--- config.mk ---
export PLATFORM = sky130hd
export DESIGN_NAME = stage0_fetch
export DESIGN_NICKNAME = d
export VERILOG_FILES = /design/src/rtl/stage0_fetch.sv
export SDC_FILE = /design/constraint.sdc
export NUM_CORES = 1
export LEC_CHECK = 0
export CAP_MARGIN = 20
export CORE_MARGIN = 4
export CORE_UTILIZATION = 39
export DETAILED_ROUTE_END_ITERATION = 6
export PLACE_DENSITY_LB_ADDON = 0.12
export SLEW_MARGIN = 30
export SYNTH_ARGS = -nofsm -noshare
export SYNTH_HDL_FRONTEND = slang
export SYNTH_SLANG_ARGS = --single-unit
--- constraint.sdc ---
create_clock -name clk -period 4.9 [get_ports clk]
set_clock_uncertainty 0.2 [all_clocks]
set_input_delay 0.98 -clock clk [delete_from_list [all_inputs] [get_ports clk]]
set_output_delay 0.98 -clock clk [all_outputs]
set_load 0.1 [all_outputs]
--- src/rtl/stage0_fetch.sv ---
// Instruction fetch stage: owns the PC and issues reads to a 1-cycle synchronous imem.
// Returned words are queued in a 2-entry FIFO and presented to decode with a per-entry age count.
module stage0_fetch #(
  parameter int PC_WIDTH    = 10,
  parameter int INSTR_WIDTH = 8,
  parameter int COUNT_WIDTH = 6
) (
  input  logic                   clk,
  input  logic                   rst_n,
  output logic [PC_WIDTH-1:0]    imem_addr,
  output logic                   imem_rd_en,
  input  logic [INSTR_WIDTH-1:0] imem_rdata,
  input  logic                   branch_mispredict,
  input  logic [PC_WIDTH-1:0]    branch_target,
  output logic                   PC_en,
  output logic [INSTR_WIDTH-1:0] instr_out,
  output logic [COUNT_WIDTH-1:0] ocount,
  output logic                   vld,
  input  logic                   next_rdy
);

  typedef struct packed {
    logic [INSTR_WIDTH-1:0] data;
    logic [COUNT_WIDTH-1:0] cnt;
  } entry_t;

  localparam logic [COUNT_WIDTH-1:0] CNT_MAX = '1;
  localparam logic [COUNT_WIDTH-1:0] CNT_ONE = COUNT_WIDTH'(1);

  logic [PC_WIDTH-1:0] pc_q, pc_d;
  logic                run_q;
  logic                infl_q, infl_d;
  logic [1:0]          occ_q, occ_d;
  entry_t              fifo_q [2];
  entry_t              fifo_d [2];

  logic       pop;
  logic       issue;
  logic [2:0] pending;
  logic [1:0] survivors;
  entry_t     fresh;

  function automatic entry_t age(input entry_t e);
    entry_t r;
    r = e;
    if (e.cnt != CNT_MAX) r.cnt = e.cnt + 1'b1;
    return r;
  endfunction

  assign vld     = (occ_q != 2'd0);
  assign pop     = vld && next_rdy;
  assign pending = {1'b0, occ_q} + {2'b00, infl_q};
  // run_q holds off the first read until the first edge after reset release.
  assign issue   = run_q && !branch_mispredict && (pending < (3'd2 + {2'b00, pop}));

  assign imem_rd_en = issue;
  assign PC_en      = issue;
  assign imem_addr  = pc_q;
  assign instr_out  = vld ? fifo_q[0].data : '0;
  assign ocount     = vld ? fifo_q[0].cnt  : '0;

  // NOTE: every variable written here gets a default first, so no path can infer a latch.
  always_comb begin
    pc_d       = pc_q;
    infl_d     = infl_q;
    occ_d      = occ_q;
    fifo_d     = fifo_q;
    survivors  = occ_q;
    fresh.data = imem_rdata;
    fresh.cnt  = CNT_ONE;

    if (branch_mispredict) begin
      // A killed in-flight read simply has nowhere to land once infl drops.
      pc_d   = branch_target;
      infl_d = 1'b0;
      occ_d  = 2'd0;
    end else begin
      if (issue) pc_d = pc_q + 1'b1;
      infl_d    = issue;
      survivors = occ_q - {1'b0, pop};
      fifo_d[0] = age(pop ? fifo_q[1] : fifo_q[0]);
      fifo_d[1] = age(fifo_q[1]);
      if (infl_q) begin
        if (survivors == 2'd0) fifo_d[0] = fresh;
        else                   fifo_d[1] = fresh;
      end
      occ_d = survivors + {1'b0, infl_q};
    end
  end

  // NOTE: sequential state uses non-blocking assignments so every register samples pre-edge values.
  always_ff @(posedge clk or negedge rst_n) begin
    if (!rst_n) begin
      pc_q   <= '0;
      run_q  <= 1'b0;
      infl_q <= 1'b0;
      occ_q  <= 2'd0;
      // NOTE: the FIFO is two flop entries, not RAM, so it is cheap to reset and keeps outputs deterministic.
      fifo_q[0] <= '0;
      fifo_q[1] <= '0;
    end else begin
      pc_q   <= pc_d;
      run_q  <= 1'b1;
      infl_q <= infl_d;
      occ_q  <= occ_d;
      fifo_q <= fifo_d;
    end
  end

  a_occupancy: assert property (@(posedge clk) disable iff (!rst_n) pending <= 3'd2);
  a_no_issue_on_flush: assert property (@(posedge clk) disable iff (!rst_n)
                                        !(imem_rd_en && branch_mispredict));

endmodule

---- Word level (Yosys, flattened, before mapping) ----
Index checks and enable logic that the tools add are counted.
storage, ports and cells
  register bits ........................... 42
  logic and storage cells ................. 40
operators by class
  bitwise gates (word level) .............. 2
  $lt $le $gt $ge ......................... 1
  multiplexer cells ....................... 12
  equal/unequal tests ..................... 2
  $add $sub $neg .......................... 7
  reduce and logical (&&, ||, !) cells .... 8
operators with widths
  cell                     number
  $mux W14                 3
  $mux W28                 1
  $mux W10                 2
  $mux W6                  3
  $add A6 B1 Y6 const B    2
  $ne A6 B6 Y1 const B     2
  $add A10 B1 Y10 const B  1
  $mux W8                  1
  $reduce_bool A2 Y1       2
  $add A2 B1 Y3            1
  $add A2 B1 Y3 const A    1
  $logic_and A1 B1 Y1      3
  $lt A3 B3 Y1             1
  $reduce_and A3 Y1        1
  $add A2 B1 Y2            1
  $logic_not A2 Y1         1
  $mux W2                  1
  $not A1 Y1               2
  $sub A2 B1 Y2            1
  $logic_not A1 Y1         1
  $mux W1                  1

---- Longest topological paths before layout ----
Gate-level depths: netlist of the first run.
  depth after elaboration ................. 7
  gate-level depth with buffers ........... 8

---- Least setup slack after synthesis of the first run ----
OpenSTA, ideal clock, no wires.
  kind .................................... in2out
  start point ............................. in branch_mispredict
  end point ............................... out imem_rd_en
  data arrival time ....................... 3174 ps
  cell stages on the path ................. 4
  slack ................................... 546 ps
  data required time ...................... 3720 ps
  buffers on the path ..................... 3
  cells stage by stage .................... clkbuf_1 -> buf_1 -> nor2_1 -> buf_4
between the ends
  word-level cells in the longest chain between the ends .. 3
RTL lines
  what                               line  source
  from (decl)                        13    input logic branch_mispredict,
  $logic_not A1 Y1                   54    assign issue = run_q && !branch_mispredict && (pending < (3'd2 + {2'b00, pop}));
  $logic_and A1 B1 Y1 (2 in series)  54
  to (decl)                          11    output logic imem_rd_en,
No other way between the ends.

---- Worst setup path in the final report of the first run ----
  start point ............................. in next_rdy
  end point ............................... out PC_en
between the ends
  word-level cells in the longest chain between the ends .. 4
RTL lines
  what                 line  source
  from (decl)          19    input logic next_rdy
  $logic_and A1 B1 Y1  51    assign pop = vld && next_rdy;
  $add A2 B1 Y3        54
  $lt A3 B3 Y1         54
  $logic_and A1 B1 Y1  54
  to (decl)            15    output logic PC_en,
No other way between the ends.

==> tab_implementation.tex, run 1 <==
\begin{tabular}{lr}
\hline
Metric & Value \\
\hline
\multicolumn{2}{l}{\textbf{Synthesis}} \\
\quad Syn\_area\_per\_cell & 9.620 um\^{}2 \\
\quad Largest cells by area after synthesis & dfrtp\_1 45\%, nor2b\_1 4.5\%, a31oi\_1 4.3\% \\
\quad Post-synth EDFFs & 0 \\
\quad Proportion of synthesized flip-flops having asynchronous set or reset & 100.0\% \\
\quad Primary flip-flop cell chosen by synthesis mapping & dfrtp\_1 \\
\quad Synthesized Nets & 272 \\
\quad Synthesized netlist cell count & 244 \\
\quad Count of cell types in the netlist & 51 \\
\quad Portion of the post-synthesis area used by sequential elements & 44.78\% \\
\quad Synthesis warning total & 0 \\
\quad Number of flip-flops and latches in the synthesized netlist & 42 \\
\quad Cell type with the largest total area after synthesis & dfrtp\_1 \\
\quad Mapped cell area & 2347 um\^{}2 \\
\quad Fraction of synthesized cell area taken by the top area cell type & 44.78\% \\
\multicolumn{2}{l}{\textbf{Routing}} \\
\quad Vias per cell & 5.671 \\
\quad Count of TritonRoute iterations in the first routing pass & 4 \\
\quad Initial DRC count & 125 \\
\quad Drt wl/cell & 15.44 um \\
\quad Final antenna-violating net count & 0 \\
\quad WL final & 5543 um \\
\quad DR vias & 2036 \\
\quad Count of unresolved DRC violations after routing & 0 \\
\multicolumn{2}{l}{\textbf{Floorplanning}} \\
\quad Total Die Area & 7324 um\^{}2 \\
\quad Top-level I/O count & 49 \\
\quad Floorplan die width & 85.58 um \\
\quad Vertical extent of the die & 85.58 um \\
\quad Area of the placeable core & 5675 um\^{}2 \\
\quad Site Rows & 27 \\
\quad Starting density of the core & 41.36\% \\
\multicolumn{2}{l}{\textbf{GRT}} \\
\quad Grt ovf & 0 \\
\quad Largest net degree at the start of global routing & 43 \\
\quad Vias in the first global route & 2088 \\
\quad Number of antenna violations at the first check in global routing & 0 \\
\quad Global router's overall resource usage & 16.74\% \\
\quad Global-route wire length before repair & 9970 um \\
\multicolumn{2}{l}{\textbf{Power and ir drop}} \\
\quad Highest ir drop seen on vdd & 496.8 uV \\
\quad Total power divided by cell area & 700.6 nW/um\^{}2 \\
\quad Leakage & 1.196 nW \\
\multicolumn{2}{l}{\textbf{Layout}} \\
\quad Post-Layout Cell Count & 359 \\
\quad Share of post-route cells with drive strength above 1 & 8.711\% \\
\quad Syn-to-layout area delta & 25.96\% \\
\quad ANT cells & 0 \\
\quad Layout filler cell count & 549 \\
\quad Total number of nets in the final design & 314 \\
\multicolumn{2}{l}{\textbf{Worst setup path}} \\
\quad Critical-path maximum fanout & 10 \\
\quad Reg2reg path depth & 7 \\
\quad Ordered cell list for the critical path & clkdlybuf4s50\_1 > o21ai\_4 > o21ai\_0 > nand2\_1 > nor2\_1 > buf\_4 \\
\quad Nature of the critical path startpoint & primary input \\
\quad Crit. End Element & output pin \\
\quad Number of buffer and inverter stages on the critical path & 2 \\
\quad Number of gates on the worst path with buffers counted & 6 \\
\quad Category of the critical setup timing path & primary input to output pin \\
\quad CP max stage delay & 520 ps \\
\quad Standard cell with the maximum stage delay on the critical path & clkdlybuf4s50\_1 \\
\quad Critical path data required time & 3720 ps \\
\quad Worst path arrival time & 2530 ps \\
\quad Critical path's top delay family & buffers and inverters \\
\multicolumn{2}{l}{\textbf{Flow run}} \\
\quad Max Cap Viol & 0 \\
\multicolumn{2}{l}{\textbf{Clock network}} \\
\quad Post-CTS setup buffer count & 0 \\
\quad TritonCTS buffer count & 5 \\
\quad Clk sinks & 42 \\
\quad Clock tree root driver cell & clkbuf\_8 \\
\quad Worst-skew pair later-pin latency & 290 ps \\
\quad Register clock-pin slew on the reported worst setup and hold paths & 80 ps \\
\quad Total number of H-tree levels & 2 \\
\quad Hold Buf Count CTS & 0 \\
\quad CTS-repair resized insts & 0 \\
\quad Clock tree from TritonCTS & done \\
\quad Buffer depth of the longest clock path & 2 \\
\multicolumn{2}{l}{\textbf{STA}} \\
\quad Crit path time final & 3709 ps \\
\quad Number of hold violations in the final report & 0 \\
\quad Final cycle utilization of the critical path & 75.69\% \\
\quad Worst slew margin relative to its limit & 35.12\% \\
\quad Endpoints failing setup & 0 \\
\quad Max-slew violations & 0 \\
\quad RSZ-0062 raised after global routing & false \\
\quad Worst slew pin tran & 970.2 ps \\
\quad Worst setup slack after layout & 1191 ps \\
\quad Final setup TNS & 0 ps \\
\quad Highest clock frequency the design can meet & 0.2696 GHz \\
\multicolumn{2}{l}{\textbf{Place}} \\
\quad Half-perimeter wire length of the detailed placement result & 3779 um \\
\quad Final RePlAce weighted congestion & 0.8105 \\
\quad Pre-CTS WS & 1063 ps \\
\quad Dpl cells & 351 \\
\quad Count of input and output buffers & 48 \\
\multicolumn{2}{l}{\textbf{Run status}} \\
\quad Result of the run & finished clean \\
\multicolumn{2}{l}{\textbf{Worst hold path}} \\
\quad Count of cells along the worst hold path & 1 \\
\quad Worst min-delay path category & flip-flop to flip-flop \\
\hline
\end{tabular}
## layout by cell type, fill, tap and decap left out, types with 9 or more instances in the layout
master / n
a21oi_1: 12
a31oi_1: 16
clkdlybuf4s50_1: 45
dfrtp_1: 42
nor2_1: 22
nor2b_1: 17
o22ai_1: 9
## layer usage
| metal | part of all wire, % | vias to the layer above | global-route usage, % |
|---|---|---|---|
| met4 | 1.2 | 0 | 3.885 |
| met3 | 5.2 | 9 | 4.035 |
| met5 | 0 | - | 0 |
| met1 | 49 | 957 | 23.63 |
| li1 | - | 1016 | - |
| met2 | 44 | 54 | 25.99 |
## power by group
group | leakage (nW) | internal, mW | switching [mW]
sequential | 0.497 | 0.478 | 0.151
clock | 0.0472 | 0.113 | 0.122
combinational | 0.652 | 0.383 | 0.823
## registers in the layout, summed over array words and instances (netlist names)
signal,flops
imem_addr,10
infl_q,1
run_q,1
occ_q,2
fifo_q,28
## cells in the mapped netlist (3+ instances only)
master and number:
nand3_1 8, inv_1 7, or4_1 4, clkbuf_1 10, nand2_1 7, o22ai_1 9
and4_1 3, dfrtp_1 42, ha_1 6, a21oi_1 12, mux2_2 8, a2bb2oi_1 8
and3_1 3, nand4_1 5, nor2_1 22, a31oi_1 16, nor2b_1 17, o31ai_1 5
or3_1 5, buf_2 3, o21ai_0 8
## cell families (layout without fill, tap and decap cells)
| kind of cell | count (synthesis) | in the layout | synth area share, % |
|---|---|---|---|
| XOR/XNOR | 3 | 3 | 1.120 |
| multiplexers | 8 | 8 | 3.838 |
| AO/OA/AOI/OAI | 82 | 82 | 24.95 |
| flip-flops | 42 | 42 | 44.78 |
| buffers and inverters | 25 | 68 | 4.477 |
| AND/OR/NAND/NOR | 77 | 77 | 17.48 |
| adder cells (fa/ha/maj) | 6 | 6 | 3.198 |
| other | 1 | 1 | 0.1598 |
## layout make-up
| cell class | instances | area [um^2] | share of cell area (%) |
|---|---|---|---|
| Multi-Input combinational cell | 177 | 1191 | 40.29 |
| Sequential cell | 42 | 1051 | 35.55 |
| Timing Repair Buffer | 51 | 495.5 | 16.76 |
| Tap cell | 72 | 90.09 | 3.047 |
| Clock buffer | 6 | 82.58 | 2.793 |
| Inverter | 9 | 33.78 | 1.143 |
| Clock inverter | 2 | 12.51 | 0.4232 |
## stage by stage
step / hold slack [ps] / instance area (um^2) / power, mW / utilization [%]
finish: 312.5 / 2957 / 2.071 / 52.09
global route: 334.4 / 2957 / 2.215 / 52.09
CTS: 316.5 / 2954 / 2.090 / 52.05
detailed placement: 285.6 / 2859 / 1.845 / 50.37
global placement: 291.1 / 2859 / 1.833 / 50.37
floorplan: 262.1 / 2347 / 1.563 / -
## path summary, 6_finish.rpt
kind / slack, ps / startpoint / to
max: 1190 / next_rdy / PC_en
min: 310 / fifo_q[12] / fifo_q[12]
max reg2reg: 1880 / occ_q[1] / fifo_q[26]
min reg2reg: 310 / fifo_q[12] / fifo_q[12]
max in group asynchronous: 3670 / rst_n / fifo_q[6]
min in group asynchronous: 440 / rst_n / imem_addr[5]
(Power assumes the default switching activity.)
==> run 2, diff against run 1 <==
- clock period: 4.9 -> 3.58 ns (I/O delays scaled with it)
==> run 2 against run 1 <==
Sequential cell count unchanged. Register-to-register slack lost 950 ps. Utilization decreased by 0.13 points. Power increased by 36%. Critical path type unchanged.
==> tab_implementation.tex, run 2 (synthesis results as in run 1) <==
\begin{tabular}{lr}
\hline
Metric & Value \\
\hline
\multicolumn{2}{l}{\textbf{Floorplanning}} \\
\quad Total Die Area & 7324 um\^{}2 \\
\quad Vertical extent of the die & 85.58 um \\
\quad Starting density of the core & 41.36\% \\
\quad Floorplan die width & 85.58 um \\
\quad Top-level I/O count & 49 \\
\quad Area of the placeable core & 5675 um\^{}2 \\
\quad Site Rows & 27 \\
\multicolumn{2}{l}{\textbf{Worst hold path}} \\
\quad Worst min-delay path category & primary input to async pin \\
\multicolumn{2}{l}{\textbf{Clock network}} \\
\quad Clk sinks & 42 \\
\quad Post-CTS setup buffer count & 0 \\
\quad Worst-skew pair later-pin latency & 290 ps \\
\quad Register clock-pin slew on the reported worst setup and hold paths & 90 ps \\
\quad Clock tree root driver cell & clkbuf\_8 \\
\quad Total number of H-tree levels & 2 \\
\quad CTS-repair resized insts & 0 \\
\quad Clock tree from TritonCTS & done \\
\quad Hold Buf Count CTS & 0 \\
\quad Buffer depth of the longest clock path & 2 \\
\quad TritonCTS buffer count & 5 \\
\multicolumn{2}{l}{\textbf{STA}} \\
\quad Final setup TNS & 0 ps \\
\quad Highest clock frequency the design can meet & 0.3177 GHz \\
\quad Worst slew pin tran & 638.3 ps \\
\quad Worst slew margin relative to its limit & 57.16\% \\
\quad Final cycle utilization of the critical path & 87.93\% \\
\quad Number of hold violations in the final report & 0 \\
\quad Max-slew violations & 0 \\
\quad Endpoints failing setup & 0 \\
\quad RSZ-0062 raised after global routing & false \\
\quad Crit path time final & 3148 ps \\
\multicolumn{2}{l}{\textbf{Run status}} \\
\quad Result of the run & finished clean \\
\multicolumn{2}{l}{\textbf{Routing}} \\
\quad DR vias & 2031 \\
\quad Final antenna-violating net count & 0 \\
\quad Count of TritonRoute iterations in the first routing pass & 4 \\
\quad WL final & 5541 um \\
\quad Initial DRC count & 140 \\
\quad Count of unresolved DRC violations after routing & 0 \\
\quad Vias per cell & 5.595 \\
\quad Drt wl/cell & 15.26 um \\
\multicolumn{2}{l}{\textbf{Power and ir drop}} \\
\quad Leakage & 1.249 nW \\
\quad Highest ir drop seen on vdd & 708.6 uV \\
\quad Total power divided by cell area & 956.4 nW/um\^{}2 \\
\quad PnR Total Power & 2.820 mW \\
\multicolumn{2}{l}{\textbf{GRT}} \\
\quad Vias in the first global route & 1992 \\
\quad Number of antenna violations at the first check in global routing & 0 \\
\quad Grt ovf & 0 \\
\quad Global router's overall resource usage & 15.81\% \\
\quad Largest net degree at the start of global routing & 43 \\
\quad Global-route wire length before repair & 9515 um \\
\multicolumn{2}{l}{\textbf{Layout}} \\
\quad Syn-to-layout area delta & 25.64\% \\
\quad Layout filler cell count & 539 \\
\quad Total number of nets in the final design & 318 \\
\quad Biggest register & fifo\_q \\
\quad Max reg flops & 28 \\
\quad Final std cell area, no fill & 2949 um\^{}2 \\
\quad Share of post-route cells with drive strength above 1 & 18.90\% \\
\quad ANT cells & 0 \\
\quad Most common cell after layout, fill and taps aside & dfrtp\_1 \\
\quad Leading cell types in the layout, fill and taps excluded & 42 x dfrtp\_1, 33 x buf\_4, 21 x nor2\_1 \\
\multicolumn{2}{l}{\textbf{Place}} \\
\quad Half-perimeter wire length of the detailed placement result & 3964 um \\
\quad Post-place instance area & 2854 um\^{}2 \\
\quad Final RePlAce weighted congestion & 0.8278 \\
\quad Count of input and output buffers & 48 \\
\multicolumn{2}{l}{\textbf{Worst setup path}} \\
\quad Critical-path maximum fanout & 10 \\
\quad Category of the critical setup timing path & primary input to output pin \\
\quad Worst path arrival time & 2230 ps \\
\quad Critical path data required time & 2660 ps \\
\quad Nature of the critical path startpoint & primary input \\
\quad Crit. End Element & output pin \\
\multicolumn{2}{l}{\textbf{Flow run}} \\
\quad Max Cap Viol & 0 \\
\hline
\end{tabular}
==> run 2: per-layer routing <==
metal | share of wire [%] | wire [um] | track usage [%] | up-vias
met5 | 0 | 0 | 0 | -
met3 | 5.8 | 324 | 3.554 | 4
met4 | 0.83 | 46 | 3.885 | 0
li1 | - | - | - | 1012
met1 | 50 | 2748 | 22.29 | 970
met2 | 44 | 2421 | 24.65 | 45
==> run 2: worst paths after layout <==
check,end,slack (ps),startpoint,cells after the start
min,imem_addr[4],190,rst_n,1
max reg2reg,fifo_q[26],930,occ_q[1],7
min reg2reg,fifo_q[6],320,fifo_q[6],1
max in group asynchronous,fifo_q[12],2620,rst_n,1
max,imem_rd_en,430,next_rdy,6
min in group clk,fifo_q[6],320,fifo_q[6],1
==> run 2: cell type report <==
type                    count  area (um^2)  area share [%]
multi-input cells         177         1194           40.47
flip-flops and latches     42         1051           35.64
repair buffers             55        488.0           16.55
well taps                  72        90.09           3.055
clock buffers               5        68.82           2.333
inverters                   9        33.78           1.146
clock inverters             3        23.77          0.8061
==> run 2: stage by stage <==
stage | cells | utilization [%] | hold WS, ps | setup WS (ps)
after floorplan | 244 | - | 220.4 | 198.5
after global placement | 355 | 50.29 | 292.6 | 418.7
after detailed placement | 355 | 50.29 | 297.5 | 371.8
after CTS | 363 | 51.92 | 322.4 | 402.5
after global routing | 363 | 51.96 | 242.3 | 354.0
final | 363 | 51.96 | 193.3 | 432.0
==> run 2: power breakdown <==
part | switching [mW] | internal, mW | leakage (nW)
registers | 0.204 | 0.654 | 0.497
logic | 1.13 | 0.511 | 0.711
clock network | 0.179 | 0.140 | 0.0408
==> run 2: critical path, cell delays in order <==
cell and delay (ps):
clkdlybuf4s50_1 500, o21ai_4 110, o21ai_0 270, nand2_1 150, nor2_2 260, buf_12 220
==> run 3, diff against run 2 <==
- CORE_MARGIN: 4 -> 1
==> run 3 against run 2 <==
Largest power group unchanged. Wire length rose by 4.1%. Maximum frequency about the same. Power rose by 0.31%. Utilization is 0.16 points higher. Hold slack about the same. Worst setup slack better by 1.2 ps. Non-clock buffer count decreased by 1. Via count grew 1.2%. First-iteration DRC count is 21% higher.
==> tab_implementation.tex, run 3 (synthesis results as in run 1) <==
\begin{tabular}{lr}
\hline
Metric & Value \\
\hline
\multicolumn{2}{l}{\textbf{Worst setup path}} \\
\quad Worst path arrival time & 2230 ps \\
\quad Register-to-register setup slack & 870 ps \\
\quad Category of the critical setup timing path & primary input to output pin \\
\quad Critical-path maximum fanout & 10 \\
\quad Reg2reg path depth & 8 \\
\quad Worst flop-to-flop path startpoint & occ\_q[1] \\
\quad Nature of the critical path startpoint & primary input \\
\quad CP startpoint & next\_rdy \\
\quad Crit. End Element & output pin \\
\quad Worst R2R End & fifo\_q[20] \\
\quad Critical path data required time & 2660 ps \\
\multicolumn{2}{l}{\textbf{Routing}} \\
\quad Count of unresolved DRC violations after routing & 0 \\
\quad Drt wl/cell & 15.93 um \\
\quad Final antenna-violating net count & 0 \\
\quad Vias per cell & 5.677 \\
\quad Initial DRC count & 170 \\
\quad WL final & 5766 um \\
\quad Count of TritonRoute iterations in the first routing pass & 4 \\
\quad DR vias & 2055 \\
\multicolumn{2}{l}{\textbf{STA}} \\
\quad Max-slew violations & 0 \\
\quad Worst slew pin tran & 618.6 ps \\
\quad Endpoints failing setup & 0 \\
\quad Worst slew margin relative to its limit & 58.39\% \\
\quad Smallest hold slack & 193.0 ps \\
\quad Number of hold violations in the final report & 0 \\
\quad Crit path time final & 3147 ps \\
\quad Final cycle utilization of the critical path & 87.90\% \\
\quad RSZ-0062 raised after global routing & false \\
\quad Highest clock frequency the design can meet & 0.3178 GHz \\
\quad Final setup TNS & 0 ps \\
\multicolumn{2}{l}{\textbf{Worst hold path}} \\
\quad Worst min-delay path category & primary input to async pin \\
\multicolumn{2}{l}{\textbf{Clock network}} \\
\quad Clock tree from TritonCTS & done \\
\quad Post-CTS setup buffer count & 0 \\
\quad Buffer depth of the longest clock path & 2 \\
\quad CTS-repair resized insts & 0 \\
\quad Worst-skew pair later-pin latency & 300 ps \\
\quad Clk sinks & 42 \\
\quad Hold Buf Count CTS & 0 \\
\quad Clock tree root driver cell & clkbuf\_8 \\
\quad Register clock-pin slew on the reported worst setup and hold paths & 80 ps \\
\quad Total number of H-tree levels & 2 \\
\quad TritonCTS buffer count & 5 \\
\multicolumn{2}{l}{\textbf{Power and ir drop}} \\
\quad Leakage & 1.252 nW \\
\quad Total power divided by cell area & 962.1 nW/um\^{}2 \\
\quad Highest ir drop seen on vdd & 569.7 uV \\
\quad PnR Total Power & 2.829 mW \\
\multicolumn{2}{l}{\textbf{Place}} \\
\quad Final RePlAce weighted congestion & 0.8335 \\
\quad Count of input and output buffers & 48 \\
\quad Post-place instance area & 2849 um\^{}2 \\
\quad Half-perimeter wire length of the detailed placement result & 3974 um \\
\multicolumn{2}{l}{\textbf{Layout}} \\
\quad ANT cells & 0 \\
\quad Max reg flops & 28 \\
\quad Share of post-route cells with drive strength above 1 & 18.28\% \\
\quad Syn-to-layout area delta & 25.27\% \\
\quad Biggest register & fifo\_q \\
\quad Finished Core Util & 52.12\% \\
\quad Leading cell types in the layout, fill and taps excluded & 42 x dfrtp\_1, 32 x buf\_4, 21 x nor2\_1 \\
\quad Final std cell area, no fill & 2940 um\^{}2 \\
\quad Total number of nets in the final design & 317 \\
\quad Most common cell after layout, fill and taps aside & dfrtp\_1 \\
\multicolumn{2}{l}{\textbf{Floorplanning}} \\
\quad Area of the placeable core & 5642 um\^{}2 \\
\quad Starting density of the core & 41.61\% \\
\quad Vertical extent of the die & 79.58 um \\
\quad Floorplan die width & 79.58 um \\
\quad Total Die Area & 6333 um\^{}2 \\
\quad Top-level I/O count & 49 \\
\quad Site Rows & 27 \\
\multicolumn{2}{l}{\textbf{GRT}} \\
\quad Largest net degree at the start of global routing & 43 \\
\quad Global-route wire length before repair & 9397 um \\
\quad Global router's overall resource usage & 19.55\% \\
\quad Number of antenna violations at the first check in global routing & 0 \\
\quad Vias in the first global route & 1964 \\
\quad Grt ovf & 0 \\
\multicolumn{2}{l}{\textbf{Run status}} \\
\quad Result of the run & finished clean \\
\multicolumn{2}{l}{\textbf{Flow run}} \\
\quad Max Cap Viol & 0 \\
\hline
\end{tabular}
-- run 3: worst max path at each step --
| stage | endpoint | slack, ps | depth (start not counted) |
|---|---|---|---|
| after floorplan | imem_rd_en | 200 | 7 |
| after global placement | fifo_q[7] | 400 | 7 |
| after detailed placement | fifo_q[25] | 320 | 9 |
| after CTS | PC_en | 420 | 6 |
| after global routing | PC_en | 310 | 6 |
| final | imem_rd_en | 430 | 6 |
-- run 3: area by class of cell --
| cell class | count | area, um^2 |
|---|---|---|
| Timing Repair Buffer | 54 | 480.5 |
| Fill cell | 517 | 2701 |
| Sequential cell | 42 | 1051 |
| Tap cell | 72 | 90.09 |
| Clock buffer | 7 | 86.33 |
| Clock inverter | 1 | 5.005 |
| Inverter | 9 | 33.78 |
| Multi-Input combinational cell | 177 | 1194 |
-- run 3: worst max-delay path, stage by stage --
cell	delay [ps]
clkdlybuf4s50_1	520
o21ai_4	130
o21ai_0	250
nand2_1	150
nor2_2	250
buf_12	210
-- run 3: layer usage --
metal / vias to the layer above / global-route usage, % / share of wire (%)
met2: 44 / 29.40 / 46
li1: 1014 / - / -
met4: 0 / 8.182 / 1.4
met5: - / 0 / 0
met1: 990 / 27.35 / 49
met3: 7 / 3.657 / 3.3
-- run 3: power breakdown --
group	switching (mW)	total (mW)	internal [mW]	leakage, nW
registers	0.200	0.854	0.654	0.497
logic	1.14	1.65	0.512	0.707
clock network	0.169	0.325	0.156	0.0482
total	1.51	2.83	1.32	1.25
-- run 3: stage by stage --
| step | std cells | setup WS (ps) |
|---|---|---|
| 3_5_place_dp | 354 | 318.4 |
| 3_3_place_gp | 354 | 401.4 |
| 4_1_cts | 362 | 416.1 |
| 6_report | 362 | 433.3 |
| 5_1_grt | 362 | 307.2 |
| 2_1_floorplan | 244 | 198.5 |
